### config.mk
export PLATFORM = sky130hd
export DESIGN_NAME = vga_timing_gen
export DESIGN_NICKNAME = d
export VERILOG_FILES = /design/src/rtl/vga_pkg.sv /design/src/rtl/vga_axis_counter.sv /design/src/rtl/vga_timing_gen.sv
export SDC_FILE = /design/constraint.sdc
export NUM_CORES = 1
export LEC_CHECK = 0
export BUFFER_PORTS_ARGS = -buffer_cell sky130_fd_sc_hd__buf_2
export CAP_MARGIN = 20
export CORE_ASPECT_RATIO = 0.7
export CORE_MARGIN = 2
export CORE_UTILIZATION = 56
export DETAILED_ROUTE_END_ITERATION = 8
export GPL_TIMING_DRIVEN = 0
export PLACE_DENSITY = 0.81
export SKIP_CTS_REPAIR_TIMING = 1
export SLEW_MARGIN = 20
export SYNTH_ARGS = -nofsm -noshare
export SYNTH_HDL_FRONTEND = slang
export SYNTH_SLANG_ARGS = --single-unit
### constraint.sdc
create_clock -name vga_clk -period 4.14 [get_ports vga_clk]
set_input_delay 0.621 -clock vga_clk [delete_from_list [all_inputs] [get_ports vga_clk]]
set_output_delay 0.621 -clock vga_clk [all_outputs]
set_load 0.01 [all_outputs]
### src/rtl/vga_pkg.sv
// Shared VGA 640x480@60 timing defaults and coordinate type for all renderers.
package vga_pkg;

  typedef logic [9:0] coord_t;

  localparam int unsigned H_VISIBLE = 640;
  localparam int unsigned H_FRONT   = 16;
  localparam int unsigned H_SYNC    = 96;
  localparam int unsigned H_BACK    = 48;
  localparam int unsigned V_VISIBLE = 480;
  localparam int unsigned V_FRONT   = 10;
  localparam int unsigned V_SYNC    = 2;
  localparam int unsigned V_BACK    = 33;

  localparam int unsigned H_TOTAL = H_VISIBLE + H_FRONT + H_SYNC + H_BACK;
  localparam int unsigned V_TOTAL = V_VISIBLE + V_FRONT + V_SYNC + V_BACK;

  // Sync windows are half-open: [START, END).
  localparam int unsigned H_SYNC_START = H_VISIBLE + H_FRONT;
  localparam int unsigned H_SYNC_END   = H_SYNC_START + H_SYNC;
  localparam int unsigned V_SYNC_START = V_VISIBLE + V_FRONT;
  localparam int unsigned V_SYNC_END   = V_SYNC_START + V_SYNC;

  function automatic logic in_range(coord_t v, int unsigned lo, int unsigned hi);
    return (32'(v) >= lo) && (32'(v) < hi);
  endfunction

endpackage

### src/rtl/vga_axis_counter.sv
// Wrapping scan counter for one axis; resets to MAX so the first increment lands on 0.
module vga_axis_counter
  import vga_pkg::*;
#(
  parameter int unsigned MAX = 799
) (
  input  logic   vga_clk,
  input  logic   reset_n,
  input  logic   inc,
  output coord_t cnt,
  output coord_t next_cnt,
  output logic   wrap
);

  localparam coord_t MaxVal = coord_t'(MAX);

  coord_t cnt_q;

  assign cnt  = cnt_q;
  assign wrap = inc && (cnt_q == MaxVal);

  always_comb begin
    next_cnt = cnt_q;
    if (wrap) begin
      next_cnt = '0;
    end else if (inc) begin
      next_cnt = cnt_q + coord_t'(1);
    end
  end

  always_ff @(posedge vga_clk or negedge reset_n) begin
    if (!reset_n) begin
      cnt_q <= MaxVal;
    end else begin
      cnt_q <= next_cnt;
    end
  end

endmodule

### src/rtl/vga_timing_gen.sv
// 640x480@60 VGA timing generator; all outputs registered from the next counter value.
// Optional VGA_SYNC_DELAY_EN adds one register stage on hs/vs only.
module vga_timing_gen
  import vga_pkg::*;
#(
  parameter int unsigned H_VISIBLE   = vga_pkg::H_VISIBLE,
  parameter int unsigned H_FRONT     = vga_pkg::H_FRONT,
  parameter int unsigned H_SYNC      = vga_pkg::H_SYNC,
  parameter int unsigned H_BACK      = vga_pkg::H_BACK,
  parameter int unsigned V_VISIBLE   = vga_pkg::V_VISIBLE,
  parameter int unsigned V_FRONT     = vga_pkg::V_FRONT,
  parameter int unsigned V_SYNC      = vga_pkg::V_SYNC,
  parameter int unsigned V_BACK      = vga_pkg::V_BACK,
  parameter int unsigned FRAME_CNT_W = 16
) (
  input  logic                   vga_clk,
  input  logic                   reset_n,
  output coord_t                 DrawX,
  output coord_t                 DrawY,
  output logic                   blank,
  output logic                   hs,
  output logic                   vs,
  output logic                   line_start,
  output logic                   frame_start,
  output logic [FRAME_CNT_W-1:0] frame_count
);

  localparam int unsigned HTotal     = H_VISIBLE + H_FRONT + H_SYNC + H_BACK;
  localparam int unsigned VTotal     = V_VISIBLE + V_FRONT + V_SYNC + V_BACK;
  localparam int unsigned HSyncStart = H_VISIBLE + H_FRONT;
  localparam int unsigned HSyncEnd   = HSyncStart + H_SYNC;
  localparam int unsigned VSyncStart = V_VISIBLE + V_FRONT;
  localparam int unsigned VSyncEnd   = VSyncStart + V_SYNC;

  coord_t hc, hc_next, vc, vc_next;
  logic   h_wrap, v_wrap;

  vga_axis_counter #(
    .MAX(HTotal - 1)
  ) u_hcnt (
    .vga_clk (vga_clk),
    .reset_n (reset_n),
    .inc     (1'b1),
    .cnt     (hc),
    .next_cnt(hc_next),
    .wrap    (h_wrap)
  );

  vga_axis_counter #(
    .MAX(VTotal - 1)
  ) u_vcnt (
    .vga_clk (vga_clk),
    .reset_n (reset_n),
    .inc     (h_wrap),
    .cnt     (vc),
    .next_cnt(vc_next),
    .wrap    (v_wrap)
  );

  logic                   blank_d, hs_d, vs_d;
  logic                   blank_q, hs_q, vs_q, line_start_q, frame_start_q;
  logic [FRAME_CNT_W-1:0] frame_count_q;

  // h_wrap/v_wrap mean the next position is column 0 / pixel (0,0).
  always_comb begin
    blank_d = (32'(hc_next) < H_VISIBLE) && (32'(vc_next) < V_VISIBLE);
    hs_d    = !in_range(hc_next, HSyncStart, HSyncEnd);
    vs_d    = !in_range(vc_next, VSyncStart, VSyncEnd);
  end

  always_ff @(posedge vga_clk or negedge reset_n) begin
    if (!reset_n) begin
      blank_q       <= 1'b0;
      hs_q          <= 1'b1;
      vs_q          <= 1'b1;
      line_start_q  <= 1'b0;
      frame_start_q <= 1'b0;
      frame_count_q <= '1;
    end else begin
      blank_q       <= blank_d;
      hs_q          <= hs_d;
      vs_q          <= vs_d;
      line_start_q  <= h_wrap;
      frame_start_q <= v_wrap;
      if (v_wrap) begin
        frame_count_q <= frame_count_q + FRAME_CNT_W'(1);
      end
    end
  end

  assign DrawX       = hc;
  assign DrawY       = vc;
  assign blank       = blank_q;
  assign line_start  = line_start_q;
  assign frame_start = frame_start_q;
  assign frame_count = frame_count_q;

`ifdef VGA_SYNC_DELAY_EN
  logic hs_dly_q, vs_dly_q;

  always_ff @(posedge vga_clk or negedge reset_n) begin
    if (!reset_n) begin
      hs_dly_q <= 1'b1;
      vs_dly_q <= 1'b1;
    end else begin
      hs_dly_q <= hs_q;
      vs_dly_q <= vs_q;
    end
  end

  assign hs = hs_dly_q;
  assign vs = vs_dly_q;
`else
  assign hs = hs_q;
  assign vs = vs_q;
`endif

endmodule

==> run summary, run 1 <==
Residual DRC - 0
Finished Cell Area - 2440 um2
area of the core - 3560 um2
relative slew slack - 42.5%
DIE WIDTH - 77.0 um
synthesis-to-finish area growth - 16.9%
worst reg-to-reg path cell count - 8
Yosys reg bits - 41
sw frac - 20.0%
EDFF count, synth - 0
final slew viol count - 0
clock tree sinks - 41
Worst R2R Start - u_hcnt.cnt[0]
RSZ-0062 raised after global routing - false
Power Density - 267 nW/um2
Mapped Area - 2090 um2
n_diodes - 0
R2R Setup Slk - 1830 ps
Post-DP HPWL - 2910 um
Post-synth top flop - dfstp_2
Worst Tran Pin Value - 863 ps
Tmin final - 2310 ps
Routed wire per std cell - 13.5 um
top cell type's share of synthesized area - 35.2%
clk_skew - 3.92 ps
maximum vdd drop - 0.000202 V
vias in the first global route - 1371
status - completed
worst min-delay path category - in2async
Placement Cell Area - 2360 um2
maxcap violations - 0
Synth Net Count - 198
worst skew pair latency - 280 ps
via count - 1567
clock-pin slew on the worst setup and hold paths - 70 ps
Syn Inst Count - 192
internal power - 522 uW
WS Path Type - reg2reg
Seq pwr share - 61.6%
Comb pwr share - 1.1%
CP Data Required Time - 4340 ps
largest net degree at the start of global routing - 42
initial core utilization - 58.7%
final setup fails - 0
IO buf count - 42
boundary pin count - 43
TritonCTS clock tree - built
DR pass1 iterations - 4
most frequent cells after synthesis - dfstp_2, nand2_1, dfrtp_1, nor2_1, xor2_1
Final ANT Viol Nets - 0
placed cells - 284
Startpoint Class - flip-flop
Net count, final - 247
final-layout fill cell count - 304
Synth warnings - 0
site row count - 18
Clock Path Buffers - 2
P_sw - 130 uW
Crit Reg-Reg Endpoint - vs
drt total wl - 3940 um
leak pwr - 0.00109 uW
Root Driver - clkbuf_8
Max Freq - 433 MHz
Period Utilization, post-route - 55.7%
cts bufs inserted - 5
gr ovfl total - 0
Power Total - 652 uW
area leader, netlist - dfstp_2
Setup crit end kind - flip-flop
layout cells sized above 1 - 37.6%
setup tns final - 0 ps
synth unique cells - 48
count leader, synth - dfstp_2
Die Area - 4240 um2
initial antenna violation count - 0
Seq/Total Area, Yosys - 50.8%
vias per std cell - 5.37
Worst Path Arrival - 2510 ps
drt initial violations - 94
Final Non-Filler Cells - 292
worst-path fanout max - 10
hold slack - 446 ps
top area cells in the synthesized netlist - dfstp_2, dfrtp_1, xor2_1
die height - 55.1 um
final hold vios - 0
routability cong. - 0.892
syn avg cell area - 10.9 um2
first-pass GRT wire length - 6610 um
power share of the clock group - 37.3%
asr flop ratio synth - 100%
aggregate global-route resource usage - 20.4%
CTS H-tree lvls - 2
==> per-stage QoR <==
step                worst slack (ps)  util [%]
detailed placement              1900      66.4
finish                          1830      68.6
floorplan                       2090         -
global route                    1710      68.6
global placement                1900      66.4
CTS                             1800      68.6
==> registers in the layout, summed over array words and instances (netlist names) <==
signal       flops
u_hcnt.cnt      10
hs               1
frame_count     16
frame_start      1
u_vcnt.cnt      10
vs               1
line_start       1
blank            1
==> kinds of logic after synthesis <==
| group | count (synthesis) | share of synthesized area, % |
|---|---|---|
| DFF | 41 | 50.8 |
| xor gates and xnor gates | 25 | 10.5 |
| adders and majority gates | 4 | 2.40 |
| and+or+nand+nor | 85 | 25.1 |
| muxes | 3 | 1.74 |
| AOI/OAI and AO/OA | 22 | 6.59 |
| buffers and inverters | 12 | 2.87 |
==> cells in the final DEF (no fill, tap or decap), types with 5 or more instances in the layout <==
cell	n
nor2_1	13
o21ai_0	8
clkbuf_8	5
nand4_1	5
xnor2_1	12
buf_2	42
dfrtp_1	13
dfstp_2	28
nor3_1	5
nand3_1	8
inv_1	7
nand2_1	25
clkbuf_1	5
xor2_1	13
==> final cells by class <==
class	count	area, um2	share of cell area [%]
buffer	4	30.0	1.23
tap	50	62.6	2.56
sequential	41	1060	43.4
clock buffer	8	80.1	3.28
multi-input combinational	139	968	39.7
inverter	8	30.0	1.23
timing repair buffer	42	210	8.61
==> per-layer routing <==
layer / vias to the layer above / wire (um) / GRT usage [%]
met1: 760 / 1980 / 29.1
met4: 0 / 32 / 5.36
met3: 5 / 160 / 5.03
met2: 29 / 1760 / 31.9
met5: - / 0 / 0
li1: 773 / - / -
==> worst max path at each step <==
stage / endpoint / from / depth (start not counted) / slack, ps
6_report: vs / u_hcnt.cnt[0] / 8 / 1830
5_1_grt: vs / u_hcnt.cnt[0] / 8 / 1710
4_1_cts: vs / u_hcnt.cnt[0] / 8 / 1800
3_5_place_dp: vs / u_hcnt.cnt[0] / 8 / 1900
3_3_place_gp: vs / u_hcnt.cnt[0] / 8 / 1900
2_1_floorplan: vs / u_hcnt.cnt[0] / 8 / 2090
==> power by group through the flow <==
stage	clock network, uW	logic (uW)	registers [uW]
floorplan	0	0.000374	408
global placement	0	8.07	408
detailed placement	0	8.07	408
CTS	251	8.07	402
global route	271	9.08	402
finish	243	7.45	402
==> worst max-delay path, stage by stage, from the launching register on <==
cell	delay, ps
dfstp_2	560
ha_1	200
and4_4	300
nand3_2	110
buf_6	170
nor4_1	330
o22ai_1	140
and4b_1	310
nand4b_1	110
No activity file was read; power rests on OpenSTA's default activity.
==> inputs of run 2 (changes only) <==
ABC_AREA = 1   (was not set)
CORE_UTILIZATION = 50   (was 56)
PLACE_DENSITY = 0.76   (was 0.81)
clock period = 2.08 ns   (was 4.14 ns; I/O delays follow)
==> run 2 against run 1 <==
Effect of this change: sequential cell count is the same; combinational power increased by 100%; synthesized cell count is 59% higher; non-clock buffer count shrank 1; register-to-register slack worse by 1700 ps; total power rose by 120%; die area grew 25%; maximum frequency up 18%; largest power group unchanged; area after synthesis up 13%; final cell count is 41% higher; highest routed layer unchanged; clock power increased to 2.6 times the previous value; global-route usage rose by 0.48 points.
==> run summary, run 2 <==
Worst Tran Pin Value - 879 ps (+15.5 ps)
boundary pin count - 43 (unchanged)
Largest register FFs - 16 (unchanged)
met3 wire length - 385 um (+140%)
CP Data Required Time - 2320 ps (-2020 ps)
initial core utilization - 53.1% (-5.6 points)
Net count, final - 363 (+47%)
end point of the critical path - frame_count[10]
Routed wire per std cell - 12.8 um (-5.0%)
hold slack - 136 ps (-309 ps)
setup tns final - 0 ps (unchanged)
aggregate global-route resource usage - 20.9% (+0.48 points)
maximum vdd drop - 0.000289 V (+43%)
drt total wl - 5290 um (+34%)
layout cells sized above 1 - 28.5% (-9.1 points)
worst-path fanout max - 8 (-2)
Max Freq - 510 MHz (+18%)
vias in the first global route - 1820 (+33%)
Die Area - 5310 um2 (+25%)
Worst Path Arrival - 2200 ps (-310 ps)
Worst R2R Start - u_hcnt.cnt[0]
Power Density - 520 nW/um2 (+95%)
worst skew pair latency - 290 ps (about the same)
TritonCTS clock tree - built
initial antenna violation count - 0 (unchanged)
final-layout fill cell count - 420 (+38%)
Clock Path Buffers - 2 (unchanged)
Yosys reg bits - 41 (unchanged)
Worst setup startpoint - u_hcnt.cnt[0]
site row count - 20 (+2)
R2R Setup Slk - 120 ps (-1710 ps)
register area - 1060 um2 (unchanged)
clk_skew - 7.39 ps (+3.47 ps)
RSZ-0062 raised after global routing - false
CTS H-tree lvls - 2 (unchanged)
top cell type's share of synthesized area - 31.1% (-4.1 points)
DIE WIDTH - 86.2 um (+12%)
clock tree sinks - 41 (unchanged)
highest metal used - met4
Post-DP HPWL - 3910 um (+34%)
relative slew slack - 41.4% (-1.0 points)
met2 wire len - 2200 um (+25%)
M1 WL - 2640 um (+33%)
maxcap violations - 0 (unchanged)
Startpoint Class - flip-flop
most common cell after layout, fill and taps aside - nand2_1
status - completed
Synth Net Count - 312 (+58%)
Period Utilization, post-route - 94.2% (+38 points)
Multi-input gate area - 1120 um2 (+15%)
worst reg-to-reg path cell count - 10 (+2)
Mapped Area - 2370 um2 (+13%)
Synth warnings - 0 (unchanged)
Crit Reg-Reg Endpoint - frame_count[10]
syn avg cell area - 7.73 um2 (-29%)
asr flop ratio synth - 100% (unchanged)
WS Path Type - reg2reg
Post-synth top flop - dfstp_2
Syn Inst Count - 306 (+59%)
most frequent cells after synthesis - nand2_1, inv_1, nor2_1
cts bufs inserted - 5 (unchanged)
final slew viol count - 0 (unchanged)
drt initial violations - 155 (+65%)
routability cong. - 0.901 (+1.0%)
die height - 61.6 um (+12%)
leak pwr - 0.00148 uW (+36%)
n_diodes - 0 (unchanged)
synth unique cells - 31 (-35%)
area of the core - 4450 um2 (+25%)
IO buf count - 42 (unchanged)
top area cells in the synthesized netlist - dfstp_2, nand2_1, dfrtp_1
synthesis-to-finish area growth - 17.2%
Setup crit end kind - flip-flop
worst min-delay path category - in2async
gr ovfl total - 0 (unchanged)
Final ANT Viol Nets - 0 (unchanged)
final setup fails - 0 (unchanged)
count leader, synth - nand2_1
DR pass1 iterations - 6 (+2)
Root Driver - clkbuf_8
first-pass GRT wire length - 8410 um (+27%)
clock-pin slew on the worst setup and hold paths - 80 ps (about the same)
Residual DRC - 0 (unchanged)
vias per std cell - 5.12 (-4.5%)
most frequent cells in the layout - nand2_1, buf_2, inv_1
EDFF count, synth - 0 (unchanged)
area leader, netlist - dfstp_2
via count - 2116 (+35%)
final hold vios - 0 (unchanged)
Seq/Total Area, Yosys - 44.8% (-5.9 points)
Tmin final - 1960 ps (-348 ps)
largest net degree at the start of global routing - 42 (unchanged)
run 2: cell count changes in the layout (fill, tap and decap cells not counted), sizes merged, moves of 4 or more:
cell / before / now
nand2: 25 / 95
nand4: 6 / 11
clkbuf: 10 / 6
and3: 4 / 0
xnor2: 12 / 7
nand3: 10 / 23
xor2: 13 / 8
nor2: 13 / 44
inv: 8 / 46
run 2: final cells by class:
| type | count | area share, % |
|---|---|---|
| flip-flops and latches | 41 | 38.3 |
| plain buffers | 1 | 0.406 |
| inverters | 47 | 6.54 |
| clock inverters | 2 | 1.26 |
| repair buffers | 44 | 8.12 |
| clock buffers | 6 | 2.62 |
| well taps | 55 | 2.48 |
| multi-input cells | 217 | 40.3 |
run 2: worst min path at each step:
stage / start / endpoint / depth (start not counted)
after floorplan: reset_n / blank / 0
after global placement: reset_n / u_hcnt.cnt[5] / 1
after detailed placement: reset_n / u_hcnt.cnt[5] / 1
after CTS: reset_n / u_hcnt.cnt[5] / 1
after global routing: reset_n / u_vcnt.cnt[1] / 1
final: reset_n / frame_start / 1
run 2: critical path, stage by stage (launching register included):
cell,delay (ps)
dfstp_2,590
ha_1,230
nand4_1,200
nor2_4,190
buf_4,150
nand2_4,100
inv_6,120
nand4_4,90
nor2_1,120
nand2_1,50
nand2_1,60
run 2: metrics by stage:
stage               util [%]  setup WS, ps  total power [uW]  cells  area, um2
finish                  62.2           120              1440    413       2770
global route            62.2          7.08              1490    413       2770
global placement        59.4           125               829    403       2650
floorplan                  -           304               813    306       2370
detailed placement      59.4           119               829    403       2650
CTS                     61.8          79.1              1460    411       2750
run 2: layer usage:
metal	GRT usage, %	vias up
li1	-	1061
met1	30.6	971
met5	0	-
met3	5.63	8
met2	30.3	76
met4	6.70	0
run 2: logic make-up after synthesis:
logic type      share of synthesized area, %
simple gates                            36.5
buf+inv                                 8.14
flops                                   44.8
xor+xnor                                5.55
compound gates                          2.86
fa+ha+maj                               2.12
run 2: where the power goes:
group	internal (uW)	switching (uW)
Combinational	0.679	14.3
Clock	356	270
Sequential	800	0
==> inputs of run 3 (changes only) <==
ABC_AREA = not set   (was 1)
CORE_UTILIZATION = 49   (was 50)
CTS_CLUSTER_SIZE = 30   (was not set)
PLACE_DENSITY = 0.75   (was 0.76)
==> run 3 against run 2 <==
Effect of this change: final cell count down 27%; clock skew is 1.3 ps higher; maximum frequency down 4.9%; critical path type unchanged; critical path depth decreased by 3; clock power is 19% lower; worst hold slack got worse by 1.1 ps; first-iteration DRC count fell by 57%; highest routed layer unchanged; total power decreased by 8.4%; wire length shrank 19%; global-route usage decreased by 2.2 points.
==> run summary, run 3 (synthesis gave the netlist of run 1 again) <==
status - completed
Placement Cell Area - 2360 um2 (-11%)
Clock Path Buffers - 2 (unchanged)
drt total wl - 4290 um (-19%)
placed cells - 286 (-29%)
Tmin final - 2060 ps (+102 ps)
Post-DP HPWL - 3060 um (-22%)
Residual DRC - 0 (unchanged)
DIE WIDTH - 82.1 um (-4.8%)
boundary pin count - 43 (unchanged)
Startpoint Class - flip-flop
Setup crit end kind - flip-flop
maximum vdd drop - 0.000398 V (+38%)
Finished Cell Area - 2620 um2 (-5.6%)
setup tns final - 0 ps (unchanged)
most common cell after layout, fill and taps aside - buf_2
cts bufs inserted - 5 (unchanged)
final-layout fill cell count - 321 (-24%)
RSZ-0062 raised after global routing - true
clock-pin slew on the worst setup and hold paths - 80 ps (about the same)
largest net degree at the start of global routing - 42 (unchanged)
layout cells sized above 1 - 47.8% (+19 points)
DP Worst Slack - -176 ps (-295 ps)
final slew viol count - 0 (unchanged)
Final ANT Viol Nets - 0 (unchanged)
routability cong. - 0.884 (-1.8%)
Die Area - 4810 um2 (-9.4%)
synthesis-to-finish area growth - 25.2%
first-pass GRT wire length - 6780 um (-19%)
Final Non-Filler Cells - 303 (-27%)
vias in the first global route - 1454 (-20%)
Worst Tran Pin Value - 875 ps (-3.88 ps)
most frequent cells in the layout - buf_2, dfstp_2, nand2_1
initial core utilization - 52.0% (-1.1 points)
WS Path Type - reg2reg
IO buf count - 42 (unchanged)
clock tree sinks - 41 (unchanged)
site row count - 19 (-5.0%)
via count - 1601 (-24%)
area of the core - 4020 um2 (-9.8%)
aggregate global-route resource usage - 18.7% (-2.2 points)
worst skew pair latency - 290 ps (about the same)
Final Core Density - 65.1% (+2.9 points)
die height - 58.6 um (-4.7%)
final worst setup slack - 17.9 ps (-102 ps)
leak pwr - 0.00116 uW (-22%)
n_diodes - 0 (unchanged)
CP Data Required Time - 2290 ps (-30 ps)
initial antenna violation count - 0 (unchanged)
TritonCTS clock tree - built
gr ovfl total - 0 (unchanged)
Largest register FFs - 16 (unchanged)
worst-path fanout max - 6 (-2)
clk_skew - 8.64 ps (+1.25 ps)
Period Utilization, post-route - 99.1% (+4.9 points)
Power Density - 504 nW/um2 (-2.9%)
final hold vios - 0 (unchanged)
relative slew slack - 41.7% (+0.26 points)
CTS H-tree lvls - 2 (unchanged)
Max Freq - 485 MHz (-4.9%)
Worst Path Arrival - 2270 ps (+70 ps)
vias per std cell - 5.28 (+3.1%)
Net count, final - 256 (-29%)
Routed wire per std cell - 14.1 um (+10%)
final setup fails - 0 (unchanged)
worst min-delay path category - in2async
maxcap violations - 0 (unchanged)
Root Driver - clkbuf_8
drt initial violations - 66 (-57%)
DR pass1 iterations - 4 (-2)
## run 3: changes by cell type in the layout (fill, tap and decap cells not counted), moves of 4 or more
cell and change:
nand2_1 -65, inv_2 -4, nand3_1 -13, o21ai_1 -5, inv_1 -34, buf_4 +9
xor2_1 +5, xnor2_1 +5, nand4_1 -4, nor2_1 -28
## run 3: area by class of cell
type	count	area, um2	area share [%]
Clock inverter	3	17.5	0.670
Clock buffer	5	68.8	2.63
Sequential cell	41	1060	40.7
Timing Repair Buffer	53	293	11.2
Inverter	8	32.5	1.24
Multi-Input combinational cell	139	1050	40.3
Buffer	2	22.5	0.861
Tap cell	52	65.1	2.49
## run 3: power by group
part,switching (uW),leakage (uW),total (uW),internal (uW)
Clock,274,0.0000439,505,232
Sequential,0,0.000458,799,799
Combinational,14.3,0.000655,15.0,0.679
Total,288,0.00116,1320,1030
## run 3: routing by layer
metal	share of wire [%]	routed length (um)	vias to the layer above	global-route usage [%]
met5	0	0	-	0
li1	-	-	786	-
met3	4.7	202	2	4.60
met4	0.33	14	0	3.57
met1	49	2100	780	27.1
met2	46	1960	33	28.8
## run 3: path summary, 6_finish.rpt
path                            startpoint              end  slack (ps)  cells past startpoint
max                          u_vcnt.cnt[0]   frame_count[7]          20                      7
min                                reset_n            blank         140                      1
max reg2reg                  u_vcnt.cnt[0]   frame_count[7]          20                      7
min reg2reg                frame_count[10]  frame_count[10]         490                      1
max in group asynchronous          reset_n    u_vcnt.cnt[1]        1350                      1
min in group vga_clk       frame_count[10]  frame_count[10]         490                      1
## run 3: worst max-delay path, cell delays in order, from the launching register on
cell and delay (ps):
dfrtp_2 450, inv_1 90, ha_1 140, and4bb_1 240, nand4_4 170, or4_4 610, nor2_2 110, xor2_1 170
## run 3: per-stage QoR
step / hold slack (ps) / total power, uW
floorplan: 16.4 / 813
global placement: 482 / 829
detailed placement: 479 / 829
CTS: 166 / 1330
global route: 194 / 1380
finish: 135 / 1320
